<file path="src/rtl/cordic_arb_ctrl.sv">
// Two-requester round-robin front end for a rec2pol CORDIC core: it latches the operands,
// sequences start/iterate, and holds the result until the consumer takes it.
module cordic_arb_ctrl #(
  parameter int unsigned NITER = 32
) (
  input  logic        clock,
  input  logic        reset,
  input  logic        req0_valid,
  input  logic [31:0] req0_x,
  input  logic [31:0] req0_y,
  output logic        req0_ready,
  input  logic        req1_valid,
  input  logic [31:0] req1_x,
  input  logic [31:0] req1_y,
  output logic        req1_ready,
  output logic        core_start,
  output logic        core_enable,
  output logic [31:0] core_x,
  output logic [31:0] core_y,
  input  logic [31:0] core_mod,
  input  logic [31:0] core_angle,
  output logic        res_valid,
  input  logic        res_ready,
  output logic        res_id,
  output logic        res_err,
  output logic [31:0] res_mod,
  output logic [31:0] res_angle,
  output logic        busy
);

  typedef enum logic [1:0] {IDLE, START, RUN, DONE} state_t;

  localparam logic [5:0] ITER_LAST = 6'(NITER - 1);

  state_t      state, state_next;
  logic        last_id;
  logic [5:0]  iter;
  logic        grant0, grant1;
  logic        accept, accept_id, bad_op;
  logic [31:0] acc_x, acc_y;

  always_comb begin
    // On contention the requester not served last wins.
    grant0     = req0_valid & (~req1_valid | last_id);
    grant1     = req1_valid & (~req0_valid | ~last_id);
    req0_ready = (state == IDLE) & grant0;
    req1_ready = (state == IDLE) & grant1;
    accept     = req0_ready | req1_ready;
    accept_id  = req1_ready;
    acc_x      = accept_id ? req1_x : req0_x;
    acc_y      = accept_id ? req1_y : req0_y;
    bad_op     = acc_x[31] | (acc_x == '0);

    state_next = state;
    case (state)
      IDLE:    if (accept) state_next = bad_op ? DONE : START;
      START:   state_next = RUN;
      RUN:     if (iter == ITER_LAST) state_next = DONE;
      DONE:    if (res_valid & res_ready) state_next = IDLE;
      default: state_next = IDLE;
    endcase
  end

  always_ff @(posedge clock) begin
    if (reset) state <= IDLE;
    else       state <= state_next;
  end

  always_ff @(posedge clock) begin
    if (reset) begin
      last_id     <= 1'b1;
      iter        <= '0;
      core_start  <= 1'b0;
      core_enable <= 1'b0;
      core_x      <= '0;
      core_y      <= '0;
      res_valid   <= 1'b0;
      res_id      <= 1'b0;
      res_err     <= 1'b0;
      res_mod     <= '0;
      res_angle   <= '0;
      busy        <= 1'b0;
    end else begin
      core_start  <= (state_next == START);
      core_enable <= (state_next == START) || (state_next == RUN);
      busy        <= (state_next != IDLE);

      if (accept) begin
        core_x  <= acc_x;
        core_y  <= acc_y;
        res_id  <= accept_id;
        last_id <= accept_id;
        if (bad_op) begin
          res_err   <= 1'b1;
          res_mod   <= '0;
          res_angle <= '0;
        end
      end

      if (state == START)    iter <= '0;
      else if (state == RUN) iter <= iter + 6'd1;

      if (state == RUN && iter == ITER_LAST) begin
        res_mod   <= core_mod;
        res_angle <= core_angle;
        res_err   <= 1'b0;
        res_valid <= 1'b1;
      end

      // An error operand enters DONE with res_valid still low; it rises one cycle later.
      if (state == DONE) begin
        if (res_valid & res_ready) res_valid <= 1'b0;
        else if (!res_valid)       res_valid <= 1'b1;
      end
    end
  end

endmodule

</file>
<file path="config.mk">
export PLATFORM = sky130hd
export DESIGN_NAME = cordic_arb_ctrl
export DESIGN_NICKNAME = d
export VERILOG_FILES = /design/src/rtl/cordic_arb_ctrl.sv
export SDC_FILE = /design/constraint.sdc
export NUM_CORES = 1
export LEC_CHECK = 0
export CELL_PAD_IN_SITES_DETAIL_PLACEMENT = 1
export CELL_PAD_IN_SITES_GLOBAL_PLACEMENT = 1
export CORE_UTILIZATION = 27
export DETAILED_ROUTE_END_ITERATION = 10
export GPL_TIMING_DRIVEN = 0
export PLACE_DENSITY_LB_ADDON = 0.1
export SETUP_SLACK_MARGIN = 0.15
export SYNTH_ARGS = -nofsm -noshare
export SYNTH_HDL_FRONTEND = slang
export SYNTH_SLANG_ARGS = --single-unit
</file>
<file path="constraint.sdc">
create_clock -name clock -period 2.2 [get_ports clock]
set_input_delay 0.44 -clock clock [delete_from_list [all_inputs] [get_ports clock]]
set_output_delay 0.44 -clock clock [all_outputs]
set_load 0.05 [all_outputs]
</file>
==> results of run 1 <==
## how the worst max path moves through the flow
stage               start           to  slack, ns
3_3_place_gp   req1_valid   req1_ready      -1.22
2_1_floorplan  req1_valid  core_enable       0.20
4_1_cts          state[1]   req1_ready       0.07
5_1_grt          state[1]  core_enable       0.05
6_report       req0_x[18]  core_enable       0.14
3_5_place_dp   req1_valid   req1_ready      -1.21
## registers in the layout, summed over array words and instances (netlist names), 2 cells and up
name       cells
res_mod       32
iter           6
state          2
core_y        32
res_angle     32
core_x        32
## kinds of logic (layout without fill, tap and decap cells)
kind of cell,Yosys count,in the layout
AND/OR/NAND/NOR,380,380
AO/OA/AOI/OAI,152,152
flip-flops,143,143
buffers and inverters,70,455
XOR/XNOR,3,3
adder cells (fa/ha/maj),2,2
## power by group
part	internal [mW]	total, mW	switching [mW]
registers	2.81	2.93	0.121
logic	0.927	2.52	1.59
clock network	2.02	3.23	1.21
total	5.76	8.67	2.92
## synthesized netlist by cell type (all sizes together), types with 3 or more instances
cell type	instances
a21oi	7
a311oi	64
buf	45
clkbuf	20
dfxtp	143
inv	5
nand2	198
nand2b	4
nand3	67
nand4	5
nor2	79
nor4	15
o21ai	69
or3	3
## worst max-delay path, cell delays in order
cell and delay [ns]:
clkdlybuf4s50_1 0.45, or3_4 0.41, nor4_2 0.25, o21a_2 0.21, buf_12 0.11, buf_12 0.11, o21ai_2 0.06, ha_1 0.27
nor2_1 0.04
## metal layers
layer  global-route usage  routed length [um]  vias up
met2                0.365               12500      251
met3               0.0781                2180       36
li1                     -                   -     3377
met5                    0                  13        -
met4               0.0800                 582        2
met1                0.249               10900     3224
## timing repair
item                       in CTS  in global routing
pin swaps                      14                 21
hold buffers                    0                  0
gates resized for setup        92                120
setup endpoints to repair     172                137
setup buffers                   4                 17
## cell type report
class                           instances  area (sq um)  share of cell area
Clock buffer                           19           433              0.0390
Clock inverter                         13           210              0.0189
Inverter                                5          18.8             0.00169
Timing Repair Buffer                  353          3620               0.326
Tap cell                              285           357              0.0321
Multi-Input combinational cell        537          3110               0.280
Buffer                                 65           477              0.0430
Sequential cell                       143          2870               0.259
## per-stage QoR
step	hold slack, ns	setup slack (ns)
floorplan	0.470	0.197
global placement	0.447	-1.22
detailed placement	0.458	-1.21
CTS	0.453	0.0663
global route	0.335	0.0475
finish	0.337	0.145
==> impl_metrics.py, run 1 <==
metrics = {
    "global_route": {
        "gr-total-overflow": 0,
        "grt_start_max_net_pins": 17,
        "first_global_vias": 6914,
        "track_usage": 0.216,
        "grt_pass1_wl_um": 39300,
        "antenna_found_initial": 1,
    },
    "placement": {
        "numPortBuffers": 332,
        "finalWeightedCongestion": 0.807,
        "place.detailed.hpwl_um": 19900,
        "placed_area_sq_mm": 0.00992,
        "dpl.cell_count": 1367,
    },
    "clock_tree": {
        "cts_tree": "yes",
        "clk_pin_slew_ns": 0.07,
        "clk_latency_ns": 0.43,
        "numCtsBuffers": 17,
        "clk_path_buf_depth": 2,
        "cts_sinks": 143,
        "cts_root_buffer": "clkbuf_16",
        "cts_max_level": 4,
    },
    "flow_run": {
        "maxCapViolCount": 0,
    },
    "worst_hold_path": {
        "hold_path_class": "primary input to flip-flop",
        "hold_path_end": "core_x[25]",
        "min-delay-start": "req0_x[25]",
        "hold_depth": 3,
    },
    "logic_synthesis": {
        "async_flop_share": 0,
        "yosys.area.top_type": "dfxtp_1",
        "synth_xor_area_frac": 0.00421,
        "synth.net_count": 949,
        "synth_area_sq_mm": 0.00624,
        "muxShareOfSynthArea": 0,
        "synth-edff-count": 0,
        "synth-seq-area-share": 0.459,
        "ys.flop_type": "dfxtp_1",
        "syn_inst": 750,
        "synth_top_family_by_area": "simple AND/OR/NAND/NOR gates",
        "synthAdderAreaFrac": 0.00401,
        "synth_cell_types": 48,
        "avgSynthCellArea_sq_um": 8.32,
        "synth-warning-count": 0,
        "synth-seq-cells": 143,
        "synth_compound_area_frac": 0.197,
        "synth_top_area_share": 0.459,
        "yosys.area_share.simple": 0.265,
        "ys_top_cells_by_area": "dfxtp_1, nand2_1, a311oi_1",
    },
    "layout": {
        "n_antenna_cell": 0,
        "stdcell_count": 1420,
        "nets": 1321,
        "final_common_cell": "clkdlybuf4s50_1",
        "drive_above_1_share": 0.168,
        "fin_util": 0.490,
        "final_cell_mix": "clkdlybuf4s50_1, nand2_1, dfxtp_1",
        "nFillCells": 2637,
        "area_delta_synth_final_pct": 77.8,
        "stdcell_area_sq_mm": 0.0111,
    },
    "floorplanning": {
        "dieArea_sq_mm": 0.0237,
        "start_util": 0.276,
        "core_sq_mm": 0.0226,
        "rows": 55,
        "chipHeight_um": 154,
        "die_w_um": 154,
        "ioPinCount": 333,
    },
    "setup_path": {
        "worstPathRequired_ns": 2.50,
        "cp.arrival_ns": 2.35,
        "critPathCaptureType": "flip-flop",
        "crit_type": "primary input to flip-flop",
        "cp-start-kind": "primary input",
        "r2r_slack_ns": 0.17,
        "r2r-end": "core_enable",
        "r2r-start": "state[1]",
        "worstRegToRegCells": 10,
        "cp_max_fo": 8,
    },
    "pwr": {
        "peakVddDrop_mv": 0.384,
        "fin_total_pwr_mw": 8.67,
        "p_leak_nw": 5.45,
        "power_density_mw_per_mm2": 782,
    },
    "drt": {
        "antenna_left": 0,
        "vias_per_cell": 4.85,
        "vias": 6890,
        "drt_wl_total_um": 26200,
        "wl_per_cell_um": 18.4,
        "route.detailed.drc": 0,
        "drt-initial-drc-count": 162,
        "dr.pass1.iters": 4,
    },
    "sta": {
        "setup_viol": 0,
        "max_freq_mhz": 487,
        "post-route-period-util": 0.934,
        "drv_slew": 0,
        "grt_setup_unrepaired": "yes",
        "max_slew.worst_pin.slew_ns": 0.693,
        "slew_headroom": 0.538,
        "fin_crit_ns": 2.06,
        "finClkSkew_ns": 0.0124,
        "hold_viol_final": 0,
        "fin_tns_setup_ns": 0,
    },
    "run_status": {
        "outcome": "completed",
    },
}
Power figures use the tool's default switching activity.
==> run 2, diff against run 1 <==
- PLACE_DENSITY: not set -> 0.9
- PLACE_DENSITY_LB_ADDON: 0.1 -> not set
==> run 2 against run 1 <==
- final cell count barely moved
- critical path depth increased by 1
- clock-buffer cell count fell by 1
- cell area increased by 0.29%
- die area is the same
- register-to-register slack hardly changed
- critical endpoint unchanged
- largest power group is now registers
==> impl_metrics.py, run 2 (synthesis results as in run 1) <==
metrics = {
    "floorplanning": {
        "ioPinCount": 333,
        "rows": 55,
        "die_w_um": 154,
        "start_util": 0.276,
        "chipHeight_um": 154,
        "core_sq_mm": 0.0226,
        "dieArea_sq_mm": 0.0237,
    },
    "flow_run": {
        "maxCapViolCount": 0,
    },
    "sta": {
        "post-route-period-util": 0.953,
        "grt_setup_unrepaired": "yes",
        "max_freq_mhz": 477,
        "max_slew.worst_pin.slew_ns": 0.644,
        "fin_tns_setup_ns": 0,
        "slew_headroom": 0.571,
        "fin_crit_ns": 2.10,
        "drv_slew": 0,
        "hold_viol_final": 0,
        "setup_viol": 0,
        "finClkSkew_ns": 0.0140,
    },
    "setup_path": {
        "worstRegToRegCells": 10,
        "crit_type": "primary input to flip-flop",
        "cp_max_fo": 2,
        "r2r-end": "core_enable",
        "worstPathRequired_ns": 2.48,
        "r2r-start": "state[1]",
        "cpPeakStageDelay_ns": 0.46,
        "critPathCaptureType": "flip-flop",
        "cp-start-kind": "primary input",
        "worstPathCellList": "clkdlybuf4s50_1 -> nor4_2 -> nand2_1 -> nor4_2 -> o21a_2 -> buf_12 -> buf_12 -> o21ai_4 -> ha_4 -> nor2_1",
        "cpMaxStageDelayCell": "clkdlybuf4s50_1",
        "r2r_slack_ns": 0.16,
        "cp.arrival_ns": 2.38,
    },
    "layout": {
        "drive_above_1_share": 0.171,
        "area_delta_synth_final_pct": 78.3,
        "fin_util": 0.492,
        "regArea_sq_mm": 0.00287,
        "nFillCells": 2622,
        "multiInputGateArea_sq_mm": 0.00315,
        "stdcell_area_sq_mm": 0.0111,
        "stdcell_count": 1421,
        "nets": 1317,
        "final_cell_mix": "nand2_1, clkdlybuf4s50_1, dfxtp_1",
        "final_common_cell": "nand2_1",
    },
    "pwr": {
        "peakVddDrop_mv": 0.361,
        "seqPwrFrac": 0.351,
        "combPwrFrac": 0.310,
        "power_switching_mw": 3.07,
        "clockPowerShare": 0.339,
        "power_density_mw_per_mm2": 751,
        "switching_share": 0.368,
        "p_int_mw": 5.29,
        "p_leak_nw": 5.70,
    },
    "placement": {
        "dpl.cell_count": 1367,
        "place.detailed.hpwl_um": 21400,
        "numPortBuffers": 332,
        "finalWeightedCongestion": 0.843,
        "placed_area_sq_mm": 0.00992,
    },
    "clock_tree": {
        "cts_sinks": 143,
        "clk_pin_slew_ns": 0.07,
        "clk_latency_ns": 0.42,
        "cts_root_buffer": "clkbuf_16",
        "clk_path_buf_depth": 2,
        "numCtsBuffers": 17,
        "cts_max_level": 4,
        "cts_tree": "yes",
        "cts_hold_buf": 0,
    },
    "drt": {
        "drt_wl_total_um": 28400,
        "antenna_left": 0,
        "dr.pass1.iters": 7,
        "drt-initial-drc-count": 283,
        "wl_per_cell_um": 20.0,
        "route.detailed.drc": 0,
        "vias": 7197,
        "vias_per_cell": 5.06,
    },
    "global_route": {
        "gr-total-overflow": 0,
        "met3_usage": 0.0730,
        "grt_start_max_net_pins": 17,
        "use_met2": 0.422,
        "grt_pass1_wl_um": 42100,
        "track_usage": 0.230,
        "gr-usage-met1": 0.249,
        "antenna_found_initial": 5,
        "first_global_vias": 7681,
        "gr-max-usage-layer": "met2",
    },
    "worst_hold_path": {
        "min-delay-start": "req1_x[20]",
        "hold_path_end": "core_x[20]",
        "hold_depth": 3,
        "hold_path_class": "primary input to flip-flop",
    },
    "run_status": {
        "outcome": "completed",
    },
}
run 2: cell count changes in the layout (fill, tap and decap cells not counted), moves of 5 or more:
cell	previous run	this run
clkdlybuf4s50_1	197	186
dlygate4sd2_1	52	38
dlymetal6s2s_1	80	105
diode_2	0	5
bufinv_16	5	0
run 2: power by group through the flow:
stage          logic [mW]  clock network (mW)  registers [mW]
2_1_floorplan       0.713                   0            3.68
3_3_place_gp         2.48                   0            2.98
3_5_place_dp         2.52                   0            2.99
4_1_cts              2.55                2.89            2.94
5_1_grt              2.74                3.00            2.96
6_report             2.59                2.83            2.94
run 2: per-layer routing:
metal  share of wire  wire length (um)
met5               0                 0
met4           0.023               654
met3           0.072              2050
met2            0.52             14700
met1            0.39             11000
run 2: final cells by class:
class	count	share of cell area
Clock inverter	14	0.0112
Timing Repair Buffer	349	0.330
Antenna cell	5	0.00112
Sequential cell	143	0.258
Clock buffer	18	0.0395
Tap cell	285	0.0320
Buffer	65	0.0433
Inverter	5	0.00169
Multi-Input combinational cell	537	0.283
run 2: worst max-delay path by stage:
stage               startpoint           to  slack [ns]  depth (start not counted)
global route          state[1]  core_enable        0.07                         10
finish               req0_x[8]  core_enable        0.10                         10
detailed placement  req1_valid   req1_ready       -1.30                          7
global placement    req1_valid   req1_ready       -1.30                          7
floorplan           req1_valid  core_enable        0.20                         10
CTS                   state[0]   req1_ready        0.08                          6
run 2: critical path: cells and delay by family:
| family | cells | cell delay [ns] |
|---|---|---|
| buf+inv | 3 | 0.68 |
| simple gates | 4 | 0.71 |
| fa+ha+maj | 1 | 0.27 |
| compound gates | 2 | 0.28 |
run 2: metrics by stage:
step / power (mW) / setup slack [ns] / hold WS [ns]
detailed placement: 5.51 / -1.30 / 0.459
global route: 8.71 / 0.0658 / 0.354
global placement: 5.46 / -1.30 / 0.446
CTS: 8.38 / 0.0817 / 0.451
floorplan: 4.39 / 0.197 / 0.470
finish: 8.36 / 0.102 / 0.347
run 2: repair_timing:
action / CTS / global route
setup endpoints to repair: 159 / 162
hold endpoints to repair: 0 / 0
setup buffers: 6 / 11
resized for setup: 95 / 135
pin swaps: 20 / 29
